--- config.mk ---
export PLATFORM = sky130hd
export DESIGN_NAME = hold_timer
export DESIGN_NICKNAME = d
export VERILOG_FILES = /design/src/rtl/or_gate_vector_checker_hold_timer.sv
export SDC_FILE = /design/constraint.sdc
export NUM_CORES = 1
export LEC_CHECK = 0
export CELL_PAD_IN_SITES_DETAIL_PLACEMENT = 2
export CELL_PAD_IN_SITES_GLOBAL_PLACEMENT = 2
export CORE_AREA = 10 10 47 49
export CTS_CLUSTER_SIZE = 24
export DETAILED_ROUTE_END_ITERATION = 16
export DIE_AREA = 0 0 57 59
export PLACE_DENSITY_LB_ADDON = 0.1
export SYNTH_ARGS = -nofsm -noshare
export SYNTH_HDL_FRONTEND = slang
export SYNTH_SLANG_ARGS = --single-unit
--- constraint.sdc ---
create_clock -name clk -period 2.3 [get_ports clk]
set_clock_uncertainty 0.05 [all_clocks]
set_input_delay 0.46 -clock clk [delete_from_list [all_inputs] [get_ports clk]]
set_output_delay 0.46 -clock clk [all_outputs]
set_load 0.02 [all_outputs]
--- src/rtl/or_gate_vector_checker_hold_timer.sv ---
// hold_timer: up-counter that marks the last cycle of a hold window.
// Ports:
//   clk  - clock, rising edge
//   rst  - synchronous active-high reset, count -> 0
//   clr  - synchronous clear, count -> 0 (has priority over en)
//   en   - count enable
//   tc   - terminal count, high while count == HOLD_CYCLES-1
module hold_timer #(
  parameter int HOLD_CYCLES = 10,
  parameter int CNT_W       = $clog2(HOLD_CYCLES + 1)
) (
  input  logic clk,
  input  logic rst,
  input  logic clr,
  input  logic en,
  output logic tc
);

  localparam logic [CNT_W-1:0] LAST = CNT_W'(HOLD_CYCLES - 1);

  logic [CNT_W-1:0] count;

  always_ff @(posedge clk) begin
    if (rst || clr) begin
      count <= '0;
    end else if (en) begin
      count <= count + CNT_W'(1);
    end
  end

  // With HOLD_CYCLES=1 the count never leaves 0, so tc is high on every
  // enabled cycle and each vector is sampled the cycle it is driven.
  assign tc = (count == LAST);

endmodule

# Yosys cells after proc, flatten, opt, wreduce, memory -nomap -nowiden
# Index checks and enable logic that the tools add are counted.
[op_classes]
reduce_logical = 1
addsub = 1
n_eq_ne = 1
[op_table]
columns = ["operator", "count"]
rows = [
  ["4-bit by 1-bit adder with 4-bit output, second input constant", 1],
  ["4-bit == test, second input constant", 1],
  ["1-bit logical OR", 1],
]
[totals]
out_inout_bits = 1
wordCells = 4
ff_bits = 4
inputBits = 4

# Depth between registers and ports, before layout
# Gate-level depths: netlist of run 1.
[depth]
word_depth = 1
depth_mapped = 3
depth_no_buf = 3

# Worst setup path after synthesis of run 1
# No wires, ideal clock.
[synth_timing]
path_type = "register -> output"
start = "register count[1]"
end = "output tc"
path_stages_with_launch = 4
arrival_ns = 0.765
slack_ns = 1.025
cell_sequence = "dfxtp_1 > inv_1 > ha_1 > and3b_1"
[synth_between]
elab_chain_len = 1
[synth_rtl]
columns = ["element", "line", "rtl"]
rows = [
  ["from (decl)", "21", "logic [CNT_W-1:0] count;"],
  ["from (signal assigned)", "27", "count <= count + CNT_W'(1);"],
  ["4-bit == test", "33", "assign tc = (count == LAST);"],
  ["to (decl)", "16", "output logic tc"],
]
# No other way between the ends.

# Worst setup path in the final report of run 1
[layout_timing]
start = "register count[0]"
end = "output tc"
# Same word-level chain as after synthesis.

==> metrics.md, run 1 <==
| Metric | Value |
|---|---|
| Total negative slack | `0 ns` |
| Top reg by flops | `count` |
| Initial antenna violation count | `0` |
| Total CTS buffers | `3` |
| H-Tree Depth | `1` |
| Skew-Pair Late Insertion Delay | `0.24 ns` |
| Fill cell count | `~180` |
| Worst slack at placement | `0.4585 ns` |
| Antenna Violating Nets Remaining | `0` |
| # setup viols final | `0` |
| Drt via density | `approximately 4.2` |
| Vias in the first global route | `between 150 and 200` |
| Unrepaired setup endpoints after global routing | `false` |
| Worst slew pin tran | `0.2547 ns` |
| Worst-case clock buffer depth | `2` |
| Leak | `0.1085 nW` |
| Reg2reg path depth | `3` |
| Crit path launch | `count[0]$_SDFFE_PP0P_` |
| Hold_sp | `count[1]$_SDFFE_PP0P_` |
| CP Max Fanout | `4` |
| CTS tree | `built` |
| Die extent in y | `59 um` |
| Clock-pin slew on the worst setup and hold paths | `around 0.040 ns` |
| Post-CTS setup buffer count | `0` |
| Minimum clock period | `2.063 ns` |
| Worst R2R Start | `count[1]$_SDFFE_PP0P_` |
| Rel. slew slack | `0.8296` |
| Die area | `3363 um2` |
| Top-level I/O count | `5` |
| Hold_buf cts | `0` |
| Number of flip-flops in the largest register | `4` |
| Largest net degree at the start of global routing | `7` |
| Final total power | `0.1748 mW` |
| Startpoint types | `register` |
| Clock sinks | `4` |
| Flops & latches, synth | `4` |
| Worst endpoint data arrival time | `1.55 ns` |
| Number of max-cap violations | `0` |
| Via count | `180` |
| Worst vdd ir | `between 0.15 and 0.2 mV` |
| Starting Density | `0.1429` |
| Layout cells sized above 1 | `0.1481` |
| Post-route worst setup slack | `around 0.24 ns` |
| Post-synth design cell area | `200.2 um2` |
| Gp weighted congestion | `0.6106` |
| Outcome | `completed` |
| Nets | `35` |
| Critical Path RT | `1.79 ns` |
| Area growth syn-to-layout | `41.25%` |
| CP delay by family, top | `buffers and inverters` |
| Crit path depth | `3` |
| Hold path depth | `2` |
| # diodes | `0` |
| Final Max Slew Viols | `0` |
| Core Rows | `14` |
| Crit-path cells | `ha_1 > and3b_1 > clkdlybuf4s50_1` |
| Fraction of the yosys area taken by sequential cells | `0.4000` |
| Core area | `roughly 1400 um2` |
| Gr usage total | `0.03618` |
| Yosys warnings | `0` |
| Worst Hold Class | `register to register` |
| CP Class | `register to output pin` |
| Final routed DRC violation total | `0` |
| Pwr/cell area | `618.3 nW/um2` |
| Worst Path Buf+Inv | `1` |
| Number of distinct library cells after synthesis | `15` |
| Largest regs | `count (4)` |
| Post-synthesis average cell area | `10.01 um2` |
| First-pass GRT wire length | `869 um` |
| Grt total ovfl | `0` |
| DR WL/cell | `11.60 um` |
| Max incr delay on CP | `0.60 ns` |
| Detailed Routing Iterations Pass 1 | `1` |
| CP max-delay cell | `clkdlybuf4s50_1` |
| F_max | `484.8 MHz` |
| PortBufs | `4` |
| Cells after synthesis | `20` |
| Final Cycle Share | `0.8967` |
| Root buffer cell | `clkbuf_4` |
| Critical Path End Type | `output pin` |
| DR iter-0 viols | `0` |
| CTS resizes | `0` |
| Final wirelength | `around 500 um` |
| Die width | `57 um` |
| Post-synthesis net count | `26` |
| Endpoints failing hold | `0` |
## worst min-delay path: stages, from the launching register on
cell,delay [ns]
dfxtp_1,0.33
nor2_1,0.11
a211oi_1,0.05
## area by class of cell
cell class	instances	area, um2	share of cell area
clock buffer	3	22.52	0.07965
inverter	1	3.754	0.01327
multi-input combinational	15	116.4	0.4115
sequential	4	80.08	0.2832
tap	16	20.02	0.07080
timing repair buffer	4	40.04	0.1416
## layout by cell type (no fill, tap or decap)
cell	count
dfxtp_1	4
clkdlybuf4s50_1	4
clkbuf_4	3
nor2_1	2
ha_1	2
and3b_1	1
inv_1	1
a21bo_2	1
nand3b_1	1
or2_1	1
a21oi_1	1
a211oi_1	1
xnor2_1	1
nor3_1	1
nor3b_1	1
nand4_1	1
mux2_1	1
## layer usage
| layer | part of all wire | global-route usage |
|---|---|---|
| met1 | 0.41 | 0.03412 |
| met4 | 0.066 | 0.06040 |
| met3 | 0.074 | 0.01502 |
| met5 | 0 | 0 |
| met2 | 0.44 | 0.04651 |
## power by group
part / switching [mW] / internal [mW]
sequential: 0.00199 / 0.0715
clock: 0.0288 / 0.0584
combinational: 0.00619 / 0.00799
## metrics by stage
stage | hold slack [ns] | cell area [um2] | instances | util
6_report | 0.4903 | 282.8 | 43 | 0.2018
3_5_place_dp | 0.4794 | 260.3 | 40 | 0.1857
2_1_floorplan | 0.4341 | 200.2 | 20 | -
4_1_cts | 0.5050 | 282.8 | 43 | 0.2018
3_3_place_gp | 0.4629 | 260.3 | 40 | 0.1857
5_1_grt | 0.5283 | 282.8 | 43 | 0.2018
## logic make-up (layout without fill, tap and decap cells)
| logic type | Yosys count | in the layout | synth area share |
|---|---|---|---|
| adders and majority gates | 2 | 2 | 0.1250 |
| AOI/OAI and AO/OA | 3 | 3 | 0.1125 |
| buffers and inverters | 1 | 8 | 0.01873 |
| muxes | 1 | 1 | 0.05625 |
| and+or+nand+nor | 8 | 8 | 0.2438 |
| DFF | 4 | 4 | 0.4000 |
| xor gates and xnor gates | 1 | 1 | 0.04376 |
## synthesized netlist by cell type, drive strengths merged
master	n	area, um2
a211oi	1	7.510
nor3b	1	7.510
a21bo	1	10.01
nor3	1	5.000
dfxtp	4	80.08
nor2	2	7.510
or2	1	6.260
xnor2	1	8.760
nand4	1	6.260
nand3b	1	7.510
and3b	1	8.760
mux2	1	11.26
a21oi	1	5.000
ha	2	25.02
inv	1	3.750
## worst paths after layout
path                           end  slack, ns
max reg2reg  count[1]$_SDFFE_PP0P_       1.27
max                             tc       0.24
min          count[1]$_SDFFE_PP0P_       0.49
min reg2reg  count[1]$_SDFFE_PP0P_       0.49
No activity file was read; power rests on OpenSTA's default activity.
==> run 2, diff against run 1 <==
ABC_CLOCK_PERIOD_IN_PS = 2300   (was unset)
==> results of run 2 <==
No change in the layout: final DEF, timing and power equal those of run 1.
